<file path="config.mk">
export PLATFORM = sky130hd
export DESIGN_NAME = aq_vidu_vid_wbt_wb_ctrl
export DESIGN_NICKNAME = d
export VERILOG_FILES = /design/src/rtl/aq_vidu_vid_wbt_wb_ctrl_pkg.sv /design/src/rtl/aq_vidu_vid_wbt_wb_buf.sv /design/src/rtl/aq_vidu_vid_wbt_wb_ctrl.sv
export SDC_FILE = /design/constraint.sdc
export NUM_CORES = 1
export LEC_CHECK = 0
export CAP_MARGIN = 20
export CELL_PAD_IN_SITES_DETAIL_PLACEMENT = 2
export CELL_PAD_IN_SITES_GLOBAL_PLACEMENT = 2
export CORE_MARGIN = 2
export CORE_UTILIZATION = 30
export CTS_BUF_LIST = sky130_fd_sc_hd__clkbuf_8
export CTS_CLUSTER_DIAMETER = 100
export DETAILED_ROUTE_END_ITERATION = 6
export PLACE_DENSITY_LB_ADDON = 0.15
export SLEW_MARGIN = 20
export SYNTH_ARGS = -nofsm -noshare
export SYNTH_HDL_FRONTEND = slang
export SYNTH_SLANG_ARGS = --single-unit
export TNS_END_PERCENT = 20
</file>
<file path="constraint.sdc">
create_clock -name forever_cpuclk -period 13.35 [get_ports forever_cpuclk]
set_input_delay 1.335 -clock forever_cpuclk [delete_from_list [all_inputs] [get_ports forever_cpuclk]]
set_output_delay 1.335 -clock forever_cpuclk [all_outputs]
set_load 0.03 [all_outputs]
</file>
<file path="src/rtl/aq_vidu_vid_wbt_wb_ctrl_pkg.sv">
// Shared VIDU WBT configuration: table geometry, deferred-buffer depth and
// the write-back request record passed between the pipes and the collector.
package aq_vidu_vid_wbt_wb_ctrl_pkg;

    localparam int ENTRY_NUM = 32;
    localparam int IDX_W     = 5;
    localparam int BUF_DEPTH = 4;
    localparam int CNT_W     = $clog2(BUF_DEPTH) + 1;

    typedef struct packed {
        logic             vld;
        logic [IDX_W-1:0] idx;
    } wb_req_t;

    // Two live requests aimed at the same WBT entry collide.
    function automatic logic req_hit(input wb_req_t a, input wb_req_t b);
        return a.vld && b.vld && (a.idx == b.idx);
    endfunction

endpackage

</file>
<file path="src/rtl/aq_vidu_vid_wbt_wb_buf.sv">
// Deferred write-back FIFO: two ordered write ports, one head read port,
// wrap-bit pointers and a synchronous clear.
module aq_vidu_vid_wbt_wb_buf
    import aq_vidu_vid_wbt_wb_ctrl_pkg::*;
(
    input  logic             forever_cpuclk,
    input  logic             cpurst,
    input  logic             buf_clr,
    input  logic             wr0_en,
    input  logic [IDX_W-1:0] wr0_idx,
    input  logic             wr1_en,
    input  logic [IDX_W-1:0] wr1_idx,
    input  logic             rd_en,
    output logic             head_vld,
    output logic [IDX_W-1:0] head_idx,
    output logic [CNT_W-1:0] buf_cnt,
    output logic [CNT_W-1:0] buf_cnt_nxt
);
    localparam int ADDR_W = $clog2(BUF_DEPTH);

    logic [IDX_W-1:0] mem [BUF_DEPTH];
    logic [CNT_W-1:0] wptr_reg, rptr_reg, wptr_nxt, rptr_nxt;
    logic [CNT_W-1:0] space, wr1_ptr;
    logic             rd_ok, wr0_ok, wr1_ok, overflow;

    always_comb begin
        buf_cnt  = wptr_reg - rptr_reg;
        head_vld = (wptr_reg != rptr_reg);
        head_idx = mem[rptr_reg[ADDR_W-1:0]];
        rd_ok    = rd_en && head_vld;
        // Free slots this cycle include the one vacated by the dequeue.
        space    = CNT_W'(BUF_DEPTH) - buf_cnt + CNT_W'(rd_ok);
        wr0_ok   = wr0_en && (space != '0);
        wr1_ok   = wr1_en && (space > CNT_W'(wr0_ok));
        wr1_ptr  = wptr_reg + CNT_W'(wr0_ok);
        overflow = (wr0_en && !wr0_ok) || (wr1_en && !wr1_ok);
        if (buf_clr) begin
            wptr_nxt = '0;
            rptr_nxt = '0;
        end else begin
            wptr_nxt = wptr_reg + CNT_W'(wr0_ok) + CNT_W'(wr1_ok);
            rptr_nxt = rptr_reg + CNT_W'(rd_ok);
        end
        buf_cnt_nxt = wptr_nxt - rptr_nxt;
    end

    always_ff @(posedge forever_cpuclk or posedge cpurst) begin
        if (cpurst) begin
            wptr_reg <= '0;
            rptr_reg <= '0;
        end else begin
            wptr_reg <= wptr_nxt;
            rptr_reg <= rptr_nxt;
        end
    end

    always_ff @(posedge forever_cpuclk) begin
        if (!buf_clr) begin
            if (wr0_ok) mem[wptr_reg[ADDR_W-1:0]] <= wr0_idx;
            if (wr1_ok) mem[wr1_ptr[ADDR_W-1:0]]  <= wr1_idx;
        end
    end

    a_no_overflow: assert property (@(posedge forever_cpuclk) disable iff (cpurst)
        !(overflow && !buf_clr));

endmodule

</file>
<file path="src/rtl/aq_vidu_vid_wbt_wb_ctrl.sv">
// Write-back collector: arbitrates FIFO head, VEX and LSU reports into a
// registered one-hot-per-entry enable, deferring same-cycle collisions.
module aq_vidu_vid_wbt_wb_ctrl
    import aq_vidu_vid_wbt_wb_ctrl_pkg::*;
(
    input  logic                 forever_cpuclk,
    input  logic                 cpurst,
    input  logic                 vex_vidu_wb_vld,
    input  logic [IDX_W-1:0]     vex_vidu_wb_dstv_idx,
    input  logic                 lsu_vidu_wb_vld,
    input  logic [IDX_W-1:0]     lsu_vidu_wb_dstv_idx,
    input  logic                 rtu_vidu_flush_wbt,
    input  logic                 rtu_yy_xx_async_flush,
    output logic [ENTRY_NUM-1:0] wbt_wb_en,
    output logic                 wbt_wb_clk_en,
    output logic                 wbt_wb_stall_create,
    output logic [CNT_W-1:0]     wbt_wb_buf_cnt
);
    logic                 flush;
    logic                 head_vld;
    logic [IDX_W-1:0]     head_idx;
    logic [CNT_W-1:0]     buf_cnt_nxt;
    wb_req_t              head_req, vex_req, lsu_req, vex_gnt_req;
    logic                 vex_gnt, lsu_gnt, vex_defer, lsu_defer;
    logic [ENTRY_NUM-1:0] wb_en_nxt;
    logic [ENTRY_NUM-1:0] wb_en_reg;
    logic                 stall_reg;

    assign flush = rtu_vidu_flush_wbt | rtu_yy_xx_async_flush;

    // The head always wins, so a non-empty buffer drains one entry per cycle.
    always_comb begin
        head_req    = '{vld: head_vld, idx: head_idx};
        vex_req     = '{vld: vex_vidu_wb_vld, idx: vex_vidu_wb_dstv_idx};
        lsu_req     = '{vld: lsu_vidu_wb_vld, idx: lsu_vidu_wb_dstv_idx};
        vex_gnt     = vex_req.vld && !req_hit(vex_req, head_req);
        vex_gnt_req = '{vld: vex_gnt, idx: vex_vidu_wb_dstv_idx};
        lsu_gnt     = lsu_req.vld && !req_hit(lsu_req, head_req)
                                  && !req_hit(lsu_req, vex_gnt_req);
        vex_defer   = vex_req.vld && !vex_gnt;
        lsu_defer   = lsu_req.vld && !lsu_gnt;
    end

    aq_vidu_vid_wbt_wb_buf u_wb_buf (
        .forever_cpuclk (forever_cpuclk),
        .cpurst         (cpurst),
        .buf_clr        (flush),
        .wr0_en         (vex_defer & ~flush),
        .wr0_idx        (vex_vidu_wb_dstv_idx),
        .wr1_en         (lsu_defer & ~flush),
        .wr1_idx        (lsu_vidu_wb_dstv_idx),
        .rd_en          (head_vld & ~flush),
        .head_vld       (head_vld),
        .head_idx       (head_idx),
        .buf_cnt        (wbt_wb_buf_cnt),
        .buf_cnt_nxt    (buf_cnt_nxt)
    );

    // Indices beyond the table simply match no entry and are dropped.
    for (genvar gi = 0; gi < ENTRY_NUM; gi++) begin : g_dec
        assign wb_en_nxt[gi] = ~flush &
            ((head_vld & (head_idx == IDX_W'(gi))) |
             (vex_gnt  & (vex_vidu_wb_dstv_idx == IDX_W'(gi))) |
             (lsu_gnt  & (lsu_vidu_wb_dstv_idx == IDX_W'(gi))));
    end

    always_ff @(posedge forever_cpuclk or posedge cpurst) begin
        if (cpurst) begin
            wb_en_reg <= '0;
            stall_reg <= 1'b0;
        end else begin
            wb_en_reg <= wb_en_nxt;
            stall_reg <= (buf_cnt_nxt > CNT_W'(BUF_DEPTH - 2));
        end
    end

    assign wbt_wb_en           = wb_en_reg;
    assign wbt_wb_stall_create = stall_reg;
    assign wbt_wb_clk_en       = ((|wb_en_nxt) | flush) & ~cpurst;

endmodule

</file>
* Word-level counts from Yosys, hierarchy flattened *
Memories as Yosys holds them, arrays and structs flattened.
Cells that the tools add are included.

cells by class
  add/sub/neg operators = 7
  $mul = 0
  divide/modulo/power cells = 0
  order comparisons = 2
  eq/ne operators = 97
  shift operators = 0
  multiplexer cells = 8
  bitwise logic cells = 200
  reductions and logical operators = 24

operators by type and width
  kind                                                                    number
  5-bit equality test (second input constant)                             48
  1-bit bitwise AND                                                       132
  5-bit by 4-bit equality test with 1-bit output (second input constant)  24
  1-bit OR                                                                66
  5-bit by 3-bit equality test with 1-bit output (second input constant)  12
  32-bit OR reduction                                                     1
  5-bit by 2-bit equality test with 1-bit output (second input constant)  6
  5-bit by 1-bit equality test with 1-bit output (second input constant)  3
  5-bit equality test                                                     3
  5-bit logical NOT                                                       3
  1-bit logical AND                                                       14
  3-bit by 1-bit adder with 3-bit output                                  4
  1-bit 2-to-1 mux                                                        6
  3-bit 2-to-1 mux                                                        2
  3-bit subtractor                                                        2
  1-bit logical NOT                                                       5
  3-bit by 1-bit > comparator with 1-bit output                           1
  3-bit by 2-bit > comparator with 1-bit output (second input constant)   1
  3-bit inequality test                                                   1
  3-bit nonzero test                                                      1
  3-bit subtractor (first input constant)                                 1
  1-bit inverter                                                          2

storage, ports and cells
  register bits = 39
  latch bits = 0
  RAM bits = 20
  bits in read-only memories = 0
  input port bits = 16
  logic and storage cells = 343
  memories kept = 1

memory list
  memory        depth  bits a word  rd ports  clocked after memory_dff  write ports  line                          RTL
  u_wb_buf.mem  4      5            1         0                         2            aq_vidu_vid_wbt_wb_buf.sv:21  logic [IDX_W-1:0] mem [BUF_DEPTH];

* Depth between registers and ports, before layout *
  depth after elaboration = 17
  mapped depth = 23

* Modules after synthesis *
Synthesis repeated with hierarchy kept, for this count alone.

unflattened totals
  cells, all modules = 405
  area total of the unflattened synthesis = 4007.6 um2

by module, submodules not included
  module                   instances  cells each  area an instance (um2)  seq. area each (um2)
  aq_vidu_vid_wbt_wb_ctrl  1          283         2339.7                  825.8
  aq_vidu_vid_wbt_wb_buf   1          122         1667.8                  750.7

* Worst setup path before layout *
Ideal clock, no wire load.

  path type = input-to-reg
  start point = input port rtu_yy_xx_async_flush
  end point = register stall_reg (netlist: wbt_wb_stall_create)
  setup time = 124 ps
  arrival = 5187 ps
  path slack = 8039 ps
  stages = 23
  path buffers = 2
  cell sequence = nor2_1 -> clkbuf_1 -> clkbuf_1 -> nand2_1 -> ha_1 -> inv_1 -> ha_1 -> xor2_1 -> nor2_1 -> nand2_1 -> and3_1 -> ha_1 -> o21ai_0 -> nand3_1 -> nor2_2 -> ha_1 -> ha_1 -> and2_1 -> inv_1 -> fa_1 -> xnor2_1 -> xnor2_1 -> o21bai_1

between the ends
  word-level cells in the longest chain between the ends = 13
  elaborated cells on any way between the ends = 18

RTL lines
  what                                               line                                                                                         RTL
  start, declared                                    aq_vidu_vid_wbt_wb_ctrl.sv:13                                                                input logic rtu_yy_xx_async_flush,
  1-bit OR (*)                                       aq_vidu_vid_wbt_wb_ctrl.sv:29                                                                assign flush = rtu_vidu_flush_wbt | rtu_yy_xx_async_flush;
  1-bit inverter                                     aq_vidu_vid_wbt_wb_ctrl.sv:48, aq_vidu_vid_wbt_wb_ctrl.sv:50, aq_vidu_vid_wbt_wb_ctrl.sv:52
  1-bit bitwise AND                                  aq_vidu_vid_wbt_wb_ctrl.sv:52                                                                .rd_en (head_vld & ~flush),
  1-bit logical AND                                  aq_vidu_vid_wbt_wb_buf.sv:30                                                                 rd_ok = rd_en && head_vld;
  3-bit by 1-bit adder with 3-bit output             aq_vidu_vid_wbt_wb_buf.sv:32                                                                 space = CNT_W'(BUF_DEPTH) - buf_cnt + CNT_W'(rd_ok);
  3-bit nonzero test                                 aq_vidu_vid_wbt_wb_buf.sv:33                                                                 wr0_ok = wr0_en && (space != '0);
  1-bit logical AND                                  aq_vidu_vid_wbt_wb_buf.sv:33
  3-bit by 1-bit > comparator with 1-bit output      aq_vidu_vid_wbt_wb_buf.sv:34                                                                 wr1_ok = wr1_en && (space > CNT_W'(wr0_ok));
  1-bit logical AND                                  aq_vidu_vid_wbt_wb_buf.sv:34
  3-bit by 1-bit adder with 3-bit output             aq_vidu_vid_wbt_wb_buf.sv:41                                                                 wptr_nxt = wptr_reg + CNT_W'(wr0_ok) + CNT_W'(wr1_ok);
  3-bit 2-to-1 mux (*)                               aq_vidu_vid_wbt_wb_buf.sv:37                                                                 if (buf_clr) begin
  named net u_wb_buf.wptr_nxt[1]                     aq_vidu_vid_wbt_wb_buf.sv:22                                                                 logic [CNT_W-1:0] wptr_reg, rptr_reg, wptr_nxt, rptr_nxt;
  3-bit subtractor (*)                               aq_vidu_vid_wbt_wb_buf.sv:44                                                                 buf_cnt_nxt = wptr_nxt - rptr_nxt;
  3-bit by 2-bit > comparator with 1-bit output (*)  aq_vidu_vid_wbt_wb_ctrl.sv:73                                                                stall_reg <= (buf_cnt_nxt > CNT_W'(BUF_DEPTH - 2));
  end signal, assigned                               aq_vidu_vid_wbt_wb_ctrl.sv:73
  end, declared                                      aq_vidu_vid_wbt_wb_ctrl.sv:27                                                                logic stall_reg;

The timed path passes the listed nets; every way through them passes the cells marked *.

* Final worst setup path *
  start point = input port lsu_vidu_wb_dstv_idx[1]
  end point = output port wbt_wb_clk_en

between the ends
  word-level cells in the longest chain between the ends = 11
  elaborated cells on any way between the ends = 139

RTL lines
  what                     line                               RTL
  start, declared          aq_vidu_vid_wbt_wb_ctrl.sv:11      input logic [IDX_W-1:0] lsu_vidu_wb_dstv_idx,
  5-bit equality test      aq_vidu_vid_wbt_wb_ctrl_pkg.sv:17  return a.vld && b.vld && (a.idx == b.idx);
  1-bit logical AND        aq_vidu_vid_wbt_wb_ctrl_pkg.sv:17
  1-bit logical NOT        aq_vidu_vid_wbt_wb_ctrl.sv:38      lsu_gnt = lsu_req.vld && !req_hit(lsu_req, head_req)
  1-bit logical AND        aq_vidu_vid_wbt_wb_ctrl.sv:38
  1-bit logical AND        aq_vidu_vid_wbt_wb_ctrl.sv:39      && !req_hit(lsu_req, vex_gnt_req);
  1-bit bitwise AND (*)    aq_vidu_vid_wbt_wb_ctrl.sv:64      (lsu_gnt & (lsu_vidu_wb_dstv_idx == IDX_W'(gi))));
  1-bit OR (*)             aq_vidu_vid_wbt_wb_ctrl.sv:63      (vex_gnt & (vex_vidu_wb_dstv_idx == IDX_W'(gi))) |
  1-bit bitwise AND (*)    aq_vidu_vid_wbt_wb_ctrl.sv:61      assign wb_en_nxt[gi] = ~flush &
  named net wb_en_nxt[15]  aq_vidu_vid_wbt_wb_ctrl.sv:25      logic [ENTRY_NUM-1:0] wb_en_nxt;
  32-bit OR reduction (*)  aq_vidu_vid_wbt_wb_ctrl.sv:79      assign wbt_wb_clk_en = ((|wb_en_nxt) | flush) & ~cpurst;
  1-bit OR (*)             aq_vidu_vid_wbt_wb_ctrl.sv:79
  1-bit bitwise AND (*)    aq_vidu_vid_wbt_wb_ctrl.sv:79
  end, declared            aq_vidu_vid_wbt_wb_ctrl.sv:15      output logic wbt_wb_clk_en,

Marked as above.

==> results by group <==
Clock network
  – Max Root-Sink Buffers: 2
  – Post-CTS Hold Fix Bufs: 0
  – Clock Latency Late Sink: ~370 ps
  – CTS Root Cell: clkbuf_8
  – Clk sinks: 59
  – Postcts setup bufs: 0
  – CTS tree: done
  – Cts repair resizes: 0
  – CTS clk-pin slew, worst paths: ~60 ps
  – TritonCTS buffer count: 9
  – Htree depth: 3

Yosys
  – Synth top area cells: dfrtp_1, edfxtp_1, ha_1, mux2_2, nand2_1
  – Top_reg_cell synth: dfrtp_1
  – Yosys top cell area share: between 20% and 30%
  – Synth cell types: 61
  – EDFF count, synth: 20
  – Yosys top cell by area: dfrtp_1
  – Synth async-reset ratio: around 66%
  – Mapped Area: slightly below 4000 µm²
  – Number of synthesized register bits: slightly below 60
  – Synth warnings: 0
  – Register area share after synthesis: approximately two fifths
  – Net Count, Synth: ~440
  – Synth Instances: just over 400
  – Synth Area per Inst: roughly 9.8 µm²

Placement
  – DP Worst Slack: 6750 ps
  – Placed standard-cell area: between 4000 and 5000 µm²
  – PortBufs: 52
  – Placed cells: just over 600
  – Gpl congestion: a little under 1
  – DP Wirelength: ~11 mm

Flow run
  – Max-Cap Viols: 0

STA
  – Fin. max-slew vios: 0
  – Post-route minimum period: about 6600 ps
  – Minimum hold slack: between 500 and 600 ps
  – Setup TNS: 0 ps
  – Slew margin rel.: slightly below 30%
  – RSZ-0062 raised after global routing: false
  – Final period util: 49.7%
  – Fmax: roughly 150 MHz
  – Final Hold Viols: 0
  – Final setup fails: 0
  – Setup Skew: around 7.5 ps
  – Worst-margin pin slew: ~1100 ps
  – Final WS setup: ~6700 ps

Worst setup path
  – Worst EP arrival: ~5300 ps
  – Crit-path cells: clkdlybuf4s50_1 > xor2_1 > nor4_1 > and3_1 > o31a_1 > nor3_2 > nand2_1 > o21ai_0 > nor4_1 > a41oi_1 > clkdlybuf4s50_1
  – CP Max Fanout: 15
  – CP startpoint kind: input port
  – Worst setup path class: input port to output port
  – Element type at the critical path end: output port
  – Crit-path max cell delay: 1000 ps
  – Master of the slowest instance on the critical path: clkdlybuf4s50_1
  – Req. time, crit path: between 10,000 and 15,000 ps

Global routing
  – Initial antenna violation count: 0
  – Vias in the first global route: 3,814
  – Largest net degree at the start of global routing: 31
  – Total GRT Usage: between 20% and 30%
  – Total gr overflow: 0
  – Global-route wire length before repair: about 22 mm

Cells and area
  – Max FFs per register: 32
  – Finished Cell Area: ~4800 µm²
  – Finished Layout Cells: about 630
  – Nets@finish: about 480
  – Layout filler cell count: about 1,400
  – Diode count: 0
  – Layout area overhead: 20.6%
  – Final Core Density: a little under two fifths
  – Share of post-route cells with drive strength above 1: a little over an eighth

Die
  – Cell row count: between 40 and 50
  – Die Ht: approximately 120 µm
  – Initial core utilization: a little under a third
  – Die footprint: approximately 14,000 µm²
  – Die W: between 100 and 150 µm
  – Core Footprint: between 10,000 and 15,000 µm²
  – Ports: 53

Hold path
  – Worst hold path type: flip-flop to flip-flop

Drt
  – DRT iter0 DRCs: 132
  – Routed len/inst: 22.3 µm
  – Post-Route WL: 14.0 mm
  – Via-to-Cell Ratio: 5.47
  – Antenna viol nets, final: 0
  – Via count: ~3,400
  – Pre-Repair DR Iteration Count: 4
  – DRC viols: 0

Run status
  – Outcome: finished clean

Pwr
  – Leak: around 1.8 nW
  – Overall power: 0.402 mW
  – PwrDens: about 84 nW/µm²
  – Peak VDD IR: between 60 and 70 µV
## cell usage after synthesis (2+ instances only)
cell,count
a31oi_1,10
nor2b_1,7
a221o_1,2
o21ai_0,10
and3_1,5
o32ai_1,5
nand3_1,12
fa_1,2
a21oi_1,13
mux4_2,5
or3_1,5
a32oi_1,2
nor2_1,34
a22o_1,5
buf_6,4
buf_2,4
xor2_1,8
o211ai_1,3
inv_1,19
nor4b_4,2
xnor2_1,15
o22ai_1,21
nand4_1,2
edfxtp_1,20
nor3_2,3
nor3_1,8
nand2b_1,9
mux2_2,13
o221ai_1,3
nor4_1,6
ha_1,12
clkbuf_1,16
nand2_1,35
and2_1,9
dfrtp_1,39
o22a_1,4
mux2_4,5
or2_2,7
## final cells by class
class / instances / area (µm²) / share of cell area [%]
Multi-Input combinational cell: 303 / 2190 / 45.7
Sequential cell: 59 / 1580 / 32.9
Timing Repair Buffer: 55 / 543 / 11.3
Tap cell: 176 / 220 / 4.59
Clock buffer: 10 / 138 / 2.87
Inverter: 19 / 71.3 / 1.49
Clock inverter: 6 / 55.1 / 1.15
## power breakdown
group | switching (mW) | internal, mW | total [mW]
clock | 0.0781 | 0.0896 | 0.168
sequential | 0.000179 | 0.188 | 0.188
combinational | 0.0302 | 0.0159 | 0.0461
## cells in the final DEF (no fill, tap or decap), types with 8 or more instances in the layout
cell and instances:
a21oi_1 13, a31oi_1 10, and2_1 9, clkbuf_8 10, clkdlybuf4s50_1 52, dfrtp_1 39
edfxtp_1 20, ha_1 12, inv_1 20, mux2_2 13, nand2_1 35, nand2b_1 9
nand3_1 12, nor2_1 34, nor3_1 8, o21ai_0 10, o22ai_1 21, xnor2_1 15
xor2_1 8
## per-layer routing
| layer | track usage [%] | wire length (µm) | part of all wire [%] |
|---|---|---|---|
| met2 | 36.4 | 7380 | 53 |
| met4 | 9.00 | 380 | 2.7 |
| met1 | 25.1 | 5830 | 42 |
| met3 | 3.30 | 401 | 2.9 |
| met5 | 0 | 0 | 0 |
## path summary, 6_finish.rpt
| kind | from | to | slack, ps | depth (start not counted) |
|---|---|---|---|---|
| worst max register to register | u_wb_buf.rptr_reg[0]$_DFF_PP0_ | wbt_wb_stall_create$_DFF_PP0_ | 7770 | 17 |
| worst min register to register | u_wb_buf.rptr_reg[2]$_DFF_PP0_ | u_wb_buf.rptr_reg[2]$_DFF_PP0_ | 600 | 2 |
| min in group asynchronous | cpurst | wbt_wb_en[20]$_DFF_PP0_ | 1310 | 2 |
| worst min-delay path | u_wb_buf.rptr_reg[2]$_DFF_PP0_ | u_wb_buf.rptr_reg[2]$_DFF_PP0_ | 600 | 2 |
| worst max-delay path | lsu_vidu_wb_dstv_idx[1] | wbt_wb_clk_en | 6720 | 11 |
| max in group asynchronous | cpurst | wbt_wb_en[13]$_DFF_PP0_ | 11290 | 3 |
## kinds of logic (layout without fill, tap and decap cells)
group                    Yosys count  in the layout  share of synthesized area (%)
flip-flops                        59             59                           39.6
AND/OR/NAND/NOR                  151            151                           20.9
buffers and inverters             45             90                           5.22
multiplexers                      23             23                           8.40
adder cells (fa/ha/maj)           14             14                           4.78
AO/OA/AOI/OAI                     92             92                           16.0
XOR/XNOR                          23             23                           5.06
## critical path, delay by kind of cell
family	cells	cell delay, ps
buffers and inverters	2	1700
and+or+nand+nor	5	1310
AOI/OAI and AO/OA	3	740
xor gates and xnor gates	1	210
Note: power is estimated with default switching activity, not from simulation.
